===== src/rtl/fu_pkg.sv =====
// Shared definitions for the functional-unit slice: limb width and the
// sequencer state encoding.
package fu_pkg;

    localparam int LW = 32;

    typedef enum logic [1:0] {
        IDLE = 2'd0,
        RUN  = 2'd1,
        DONE = 2'd2
    } state_t;

endpackage


===== src/rtl/adder_seq_ctrl_adder.sv =====
// Purely combinational 32-bit limb adder with carry, signed overflow and
// propagate/generate vectors.
module adder
    import fu_pkg::*;
(
    input  logic [LW-1:0] a,
    input  logic [LW-1:0] b,
    input  logic          cin,
    output logic [LW-1:0] s,
    output logic          cout,
    output logic          ovf,
    output logic [LW-1:0] p,
    output logic [LW-1:0] g
);

    logic [LW:0] full_s;

    assign full_s = {1'b0, a} + {1'b0, b} + {{LW{1'b0}}, cin};
    assign s      = full_s[LW-1:0];
    assign cout   = full_s[LW];
    // Overflow only means something on the top limb; the sequencer samples it there.
    assign ovf    = (a[LW-1] == b[LW-1]) && (s[LW-1] != a[LW-1]);
    assign p      = a ^ b;
    assign g      = a & b;

endmodule


===== src/rtl/adder_seq_ctrl.sv =====
// Multi-precision add/subtract sequencer: streams WORDS limbs LSB-first through
// one shared adder, chaining the carry, and hands the result out on valid/ready.
module adder_seq_ctrl
    import fu_pkg::*;
#(
    parameter int WORDS = 4
) (
    input  logic                clk,
    input  logic                reset,
    input  logic                req_valid,
    output logic                req_ready,
    input  logic [WORDS*LW-1:0] req_a,
    input  logic [WORDS*LW-1:0] req_b,
    input  logic                req_sub,
    output logic                rsp_valid,
    input  logic                rsp_ready,
    output logic [WORDS*LW-1:0] rsp_sum,
    output logic                rsp_cout,
    output logic                rsp_ovf,
    output logic                busy
);

    localparam int              IDXW     = (WORDS > 1) ? $clog2(WORDS) : 1;
    localparam int              TW       = WORDS * LW;
    localparam logic [IDXW-1:0] LAST_IDX = IDXW'(WORDS - 1);
    localparam logic [IDXW-1:0] IDX_ONE  = IDXW'(1);

    state_t          state_r;
    logic [IDXW-1:0] idx_r;
    logic            carry_r;
    logic [TW-1:0]   a_r;
    logic [TW-1:0]   b_r;
    logic [TW-1:0]   sum_r;
    logic            rsp_cout_r;
    logic            rsp_ovf_r;
    logic            req_ready_r;
    logic            rsp_valid_r;
    logic            busy_r;

    logic [LW-1:0]   limb_a_s;
    logic [LW-1:0]   limb_b_s;
    logic            limb_cin_s;
    logic [LW-1:0]   limb_sum_s;
    logic            limb_cout_s;
    logic            limb_ovf_s;

    // Adder operand mux: the current limb while running, quiet zeros otherwise.
    always_comb begin
        limb_a_s   = {LW{1'b0}};
        limb_b_s   = {LW{1'b0}};
        limb_cin_s = 1'b0;
        if (state_r == RUN) begin
            limb_a_s   = a_r[int'(idx_r)*LW +: LW];
            limb_b_s   = b_r[int'(idx_r)*LW +: LW];
            limb_cin_s = carry_r;
        end else begin
            limb_a_s   = {LW{1'b0}};
            limb_b_s   = {LW{1'b0}};
            limb_cin_s = 1'b0;
        end
    end

    adder u_adder (
        .a    (limb_a_s),
        .b    (limb_b_s),
        .cin  (limb_cin_s),
        .s    (limb_sum_s),
        .cout (limb_cout_s),
        .ovf  (limb_ovf_s),
        .p    (),
        .g    ()
    );

    // Sequencer FSM with all handshake and result outputs registered.
    always_ff @(posedge clk or posedge reset) begin
        if (reset) begin
            state_r     <= IDLE;
            idx_r       <= {IDXW{1'b0}};
            carry_r     <= 1'b0;
            a_r         <= {TW{1'b0}};
            b_r         <= {TW{1'b0}};
            sum_r       <= {TW{1'b0}};
            rsp_cout_r  <= 1'b0;
            rsp_ovf_r   <= 1'b0;
            req_ready_r <= 1'b0;
            rsp_valid_r <= 1'b0;
            busy_r      <= 1'b0;
        end else begin
            case (state_r)
                IDLE: begin
                    req_ready_r <= 1'b1;
                    if (req_valid && req_ready_r) begin
                        // Subtraction is A + ~B + 1, so fold the inversion in at capture.
                        a_r         <= req_a;
                        b_r         <= req_sub ? ~req_b : req_b;
                        carry_r     <= req_sub;
                        idx_r       <= {IDXW{1'b0}};
                        req_ready_r <= 1'b0;
                        busy_r      <= 1'b1;
                        state_r     <= RUN;
                    end
                end
                RUN: begin
                    sum_r[int'(idx_r)*LW +: LW] <= limb_sum_s;
                    carry_r <= limb_cout_s;
                    if (idx_r == LAST_IDX) begin
                        rsp_cout_r  <= limb_cout_s;
                        rsp_ovf_r   <= limb_ovf_s;
                        rsp_valid_r <= 1'b1;
                        idx_r       <= {IDXW{1'b0}};
                        state_r     <= DONE;
                    end else begin
                        idx_r <= idx_r + IDX_ONE;
                    end
                end
                DONE: begin
                    if (rsp_ready) begin
                        rsp_valid_r <= 1'b0;
                        req_ready_r <= 1'b1;
                        busy_r      <= 1'b0;
                        state_r     <= IDLE;
                    end
                end
                default: begin
                    state_r     <= IDLE;
                    rsp_valid_r <= 1'b0;
                    req_ready_r <= 1'b0;
                    busy_r      <= 1'b0;
                end
            endcase
        end
    end

    assign req_ready = req_ready_r;
    assign rsp_valid = rsp_valid_r;
    assign rsp_sum   = sum_r;
    assign rsp_cout  = rsp_cout_r;
    assign rsp_ovf   = rsp_ovf_r;
    assign busy      = busy_r;

endmodule


===== config.mk =====
export PLATFORM = sky130hd
export DESIGN_NAME = adder_seq_ctrl
export DESIGN_NICKNAME = d
export VERILOG_FILES = /design/src/rtl/fu_pkg.sv /design/src/rtl/adder_seq_ctrl_adder.sv /design/src/rtl/adder_seq_ctrl.sv
export SDC_FILE = /design/constraint.sdc
export NUM_CORES = 1
export LEC_CHECK = 0
export BUFFER_PORTS_ARGS = -buffer_cell sky130_fd_sc_hd__buf_2
export CAP_MARGIN = 10
export CORE_ASPECT_RATIO = 0.7
export CORE_MARGIN = 3
export CORE_UTILIZATION = 29
export DETAILED_ROUTE_END_ITERATION = 12
export MAX_ROUTING_LAYER = met4
export SLEW_MARGIN = 20
export SYNTH_ARGS = -nofsm -noshare
export SYNTH_HDL_FRONTEND = slang
export SYNTH_SLANG_ARGS = --single-unit

===== constraint.sdc =====
create_clock -name clk -period 11.9 [get_ports clk]
set_clock_uncertainty 0.05 [all_clocks]
set_input_delay 1.19 -clock clk [delete_from_list [all_inputs] [get_ports clk]]
set_output_delay 1.19 -clock clk [all_outputs]
set_load 0.03 [all_outputs]

* Yosys cells after proc, flatten, opt, wreduce, memory -nomap -nowiden *
Cells that the tools add are included.

cells by class
  shifts and indexed selects = 4
  mux-type cells = 22
  eq/ne operators = 8
  reduce and logical (&&, ||, !) cells = 11
  bitwise gates (word level) = 3
  $add $sub $neg = 4

operators by type and width
  cell                       number
  $shiftx 128x8->32          2
  $bwmux 128                 1
  $mux 128                   1
  $not 128->128              1
  $shift 32x33->128 const A  1
  $shiftx 32x33->128         1
  $mux 32                    2
  $add 32x32->33             1
  $add 33x1->33              1
  $neg 7->33                 1
  $mux 2                     5
  $pmux 1 s3                 3
  $reduce_and 3->1           3
  $reduce_and 2->1           4
  $mux 1                     7
  $pmux 2 s3                 1
  $eq 2x2->1 const B         2
  $ne 2x2->1 const B         2
  $pmux 2 s2                 1
  $add 2x1->2 const B        1
  $eq 2x1->1 const B         1
  $logic_and 1x1->1          2
  $logic_not 2->1            1
  $ne 2x1->1 const B         1
  5 further kinds            6

word-level totals
  bits of input ports = 261
  bits in registers = 394
  word-level logic and storage cells = 63
  output and inout bits = 133

* Longest topological paths before layout *
  depth after elaboration = 6
  gate-level depth with buffers = 17
  depth with buffers taken out = 14

* Hierarchy *
Synthesis repeated with hierarchy kept, for this count alone.

second synthesis, totals
  cell total of the unflattened synthesis = 1897
  area, all modules = 19542.5 µm²

modules (own cells, without submodules)
  module          cells each  instances  area each (µm²)  sequential area each (µm²)
  adder_seq_ctrl  1657        1          17852.1          9859.5
  adder           240         1          1690.4           0.0

* Worst setup path before layout *
Ideal clock, no wire load.

  path kind = register to register
  start = register idx_r[0]
  end = register sum_r[118] (netlist: rsp_sum[118])
  arrival time = 3.815 ns
  stages on the path, launching flop included = 15
  required time = 11.729 ns
  setup slack = 7.914 ns
  path buffers = 3
  setup time = 0.121 ns
  period minus slack after synthesis = 3.986 ns
  path through = dfrtp_1 > buf_2 > buf_1 > buf_6 > mux4_2 > and2_1 > ha_1 > nor2b_1 > o31a_1 > o31a_1 > a21bo_2 > a21boi_1 > o21ai_0 > xor2_1 > a22o_1

on the way
  cells in the longest elaborated chain, start to end = 6
  elaborated cells on any way between the ends = 10
  classes of those cells = 3 x add/sub; 4 x shift; 3 x mux

RTL lines
  what                                  line                                        RTL
  from (decl)                           adder_seq_ctrl.sv:29                        logic [IDXW-1:0] idx_r;
  from (signal assigned)                adder_seq_ctrl.sv:78                        idx_r <= {IDXW{1'b0}};
  from (signal assigned)                adder_seq_ctrl.sv:97                        idx_r <= {IDXW{1'b0}};
  from (signal assigned)                adder_seq_ctrl.sv:110                       idx_r <= {IDXW{1'b0}};
  $shiftx 128x8->32 (on tied branches)  adder_seq_ctrl.sv:53, adder_seq_ctrl.sv:54
  $mux 32                               adder_seq_ctrl.sv:52                        if (state_r == RUN) begin
  $add 32x32->33                        adder_seq_ctrl_adder.sv:18                  assign full_s = {1'b0, a} + {1'b0, b} + {{LW{1'b0}}, cin};
  $add 33x1->33                         adder_seq_ctrl_adder.sv:18
  $shiftx 32x33->128                    adder_seq_ctrl.sv:104                       sum_r[int'(idx_r)*LW +: LW] <= limb_sum_s;
  $bwmux 128 *                          adder_seq_ctrl.sv:104
  to (signal assigned)                  adder_seq_ctrl.sv:82                        sum_r <= {TW{1'b0}};
  to (signal, indexed assignment)       adder_seq_ctrl.sv:104
  to (decl)                             adder_seq_ctrl.sv:33                        logic [TW-1:0] sum_r;

Mark *: on every way between the ends. The rest lies on a longest branch, timed or not.
A chain may end at the register's enable or synchronous reset.

* Final worst setup path *
  start = register idx_r[0]
  end = register sum_r[62] (netlist: rsp_sum[62])

Same word-level chain as after synthesis.

==> flow_metrics.py <==
metrics = {
    "synthesis": {
        "netlist.area_leader.share": 0.508,
        "ys_types": 77,
        "synth_flop_cell": "dfrtp_1",
        "syn_inst": 1658,
        "avgSynthCellArea_sq_um": 11.7,
        "ys_seq_area_frac": 0.508,
        "synth_common_cells": "dfrtp_1 (394), nor2_1 (166), a21oi_1 (151)",
        "synth_warnings": 0,
        "synth_nets": 1958,
        "synth-async-reset-ratio": 1.00,
        "synth_area_leaders": "dfrtp_1 (51%), mux2_2 (7.5%), mux4_2 (7.2%), xnor2_1 (6.3%), a22o_1 (4.1%)",
        "yosysMostFrequentCell": "dfrtp_1",
        "syn_area_sq_um": 19400,
        "synth_seq_cells": 394,
        "yosysTopAreaCell": "dfrtp_1",
        "synth_edf_count": 0,
    },
    "sta": {
        "timing.final.ws_setup_ps": 6460,
        "setup_viol": 0,
        "timing.hold.ws_ps": 434,
        "relSlewSlack": 0.264,
        "max_freq_ghz": 0.184,
        "period_share": 0.457,
        "hold_viol": 0,
        "finalSetupTns_ps": 0,
        "worst_slew_pin_slew_ps": 1100,
        "period_needed_ps": 5440,
        "rsz0062_at_grt": "no",
        "slew_violations": 0,
    },
    "critical_path": {
        "critPathKind": "flop to flop",
        "critPathSlowestCell": "o311ai_1",
        "end_kind": "flop",
        "crit_fanout": 37,
        "required_ps": 12360,
        "path_cells": "buf_4, buf_4, mux4_2, nand2_1, fa_1, fa_1, nor2b_1, o31a_1, o31a_1, a21bo_2, a21oi_2, o311ai_1, a22o_1",
        "critical_path.startpoint_type": "flop",
        "slowest_delay_ps": 870,
        "cp_data_arrival_time_ps": 5900,
    },
    "placed_design": {
        "pre_cts_ws_ps": 6360,
        "dp_hpwl_um": 45900,
        "place.gp.congestion": 0.844,
        "dp.cells": 2833,
        "port_buffers": 393,
    },
    "clock_network": {
        "post_cts_buffers": 0,
        "root_buffer": "clkbuf_16",
        "clkLatencyLatePin_ps": 580,
        "numClockSinks": 394,
        "cts.path.max_buffers": 3,
        "cts_tree": "built",
        "cts_resized": 0,
        "clk_pin_slew_ps": 60,
        "cts_max_level": 2,
        "numCtsBuffers": 43,
        "hold_buffers": 0,
    },
    "global_routing": {
        "antenna_found_initial": 21,
        "grt_use_total": 0.182,
        "grt_pass1_wl_um": 94200,
        "grt_max_degree": 225,
        "overflow": 0,
        "grt_pass1_vias": 14900,
    },
    "detailed_routing": {
        "drc": 0,
        "dr.pass1.iters": 5,
        "antenna_left": 0,
        "vias": 14600,
        "first_iter_violations": 865,
        "routed_wl_um": 62800,
        "wl_per_cell_um": 21.5,
        "drt-vias-per-instance": 4.97,
    },
    "floorplan": {
        "pin_count": 394,
        "start_util": 0.297,
        "coreArea_sq_um": 65500,
        "rows": 78,
        "die_height_um": 223,
        "die_w_um": 315,
        "dieArea_sq_um": 70200,
    },
    "power_and_ir_drop": {
        "p_total_mw": 8.00,
        "power_density_nw_per_um2": 338,
        "cellLeakagePower_nw": 10.5,
        "peakVddDrop_uv": 139,
    },
    "outcome": {
        "status": "completed",
    },
    "layout": {
        "nNetsFinal": 2299,
        "layout-drive-gt1-share": 0.348,
        "syn_to_final_growth_pct": 21.8,
        "finalNonFillerCells": 2926,
    },
    "worst_hold_path": {
        "min_path_type": "flop to flop",
    },
    "job": {
        "drv_cap": 0,
    },
}
[power breakdown]
group	leakage, nW	internal (mW)	switching, mW
registers	4.79	1.96	0.371
clock network	0.697	0.776	0.570
logic	5.05	1.59	2.74
total	10.5	4.33	3.68
[placed cells by master (no fill, tap or decap), types with 7 or more instances in the layout]
cell / instances
a21o_1: 11
dfrtp_1: 392
clkbuf_8: 10
o211ai_1: 7
buf_2: 392
xnor2_1: 140
nor2_1: 166
inv_1: 15
a22oi_1: 10
and2_1: 63
nand4_1: 7
nand2_1: 67
o21ai_0: 43
mux4_2: 62
diode_2: 17
a22o_1: 92
nand3_1: 19
clkbuf_16: 45
xor2_1: 8
mux2_2: 130
a21oi_1: 151
buf_4: 14
ha_1: 37
[per-stage QoR]
step	util	cell area, sq um
floorplan	-	19400
global placement	0.339	22200
detailed placement	0.339	22200
CTS	0.360	23600
global route	0.361	23700
finish	0.361	23700
[flip-flops by register name, indices dropped and copies added (netlist names)]
register / count
b_r: 128
rsp_valid: 1
rsp_sum: 128
idx_r: 2
carry_r: 1
req_ready: 1
rsp_ovf: 1
busy: 1
state_r: 2
a_r: 128
rsp_cout: 1
[layout make-up]
| class | instances | area, sq um |
|---|---|---|
| antenna | 17 | 42.5 |
| clock buffer | 61 | 1290 |
| clock inverter | 14 | 120 |
| fill | 6469 | 41800 |
| inverter | 16 | 63.8 |
| multi-input combinational | 1134 | 9040 |
| sequential | 394 | 9870 |
| tap | 880 | 1100 |
| timing repair buffer | 410 | 2140 |
[cells by family after synthesis]
kind of cell               after synthesis  share of synthesized area
muxes                                  196                      0.149
adders and majority gates               39                     0.0259
and+or+nand+nor                        376                     0.0934
buffers and inverters                  130                     0.0285
xor gates and xnor gates               148                     0.0667
DFF                                    394                      0.508
AOI/OAI and AO/OA                      375                      0.129
[path summary, 6_finish.rpt]
check,start,to,slack (ps),cells after the start
setup / recovery,idx_r[0],rsp_sum[62],6460,13
hold / removal,rsp_sum[79],rsp_sum[79],430,2
setup reg to reg,idx_r[0],rsp_sum[62],6460,13
hold reg to reg,rsp_sum[79],rsp_sum[79],430,2
max in group asynchronous,reset,b_r[109],9340,4
min in group asynchronous,reset,a_r[0],840,3
[routing by layer]
layer / wire length, um / GRT usage
met5: 0 / -
met4: 1060 / 0.0355
met3: 5420 / 0.0499
met2: 26500 / 0.256
met1: 29800 / 0.262
[critical path: cells and delay by family, from the launching register on]
kind,cells,cell delay (ps)
buffers and inverters,2,1340
AND/OR/NAND/NOR,2,260
flip-flops,1,510
adder cells (fa/ha/maj),2,900
AO/OA/AOI/OAI,6,1880
multiplexers,1,390
Note: power is estimated with default switching activity, not from simulation.
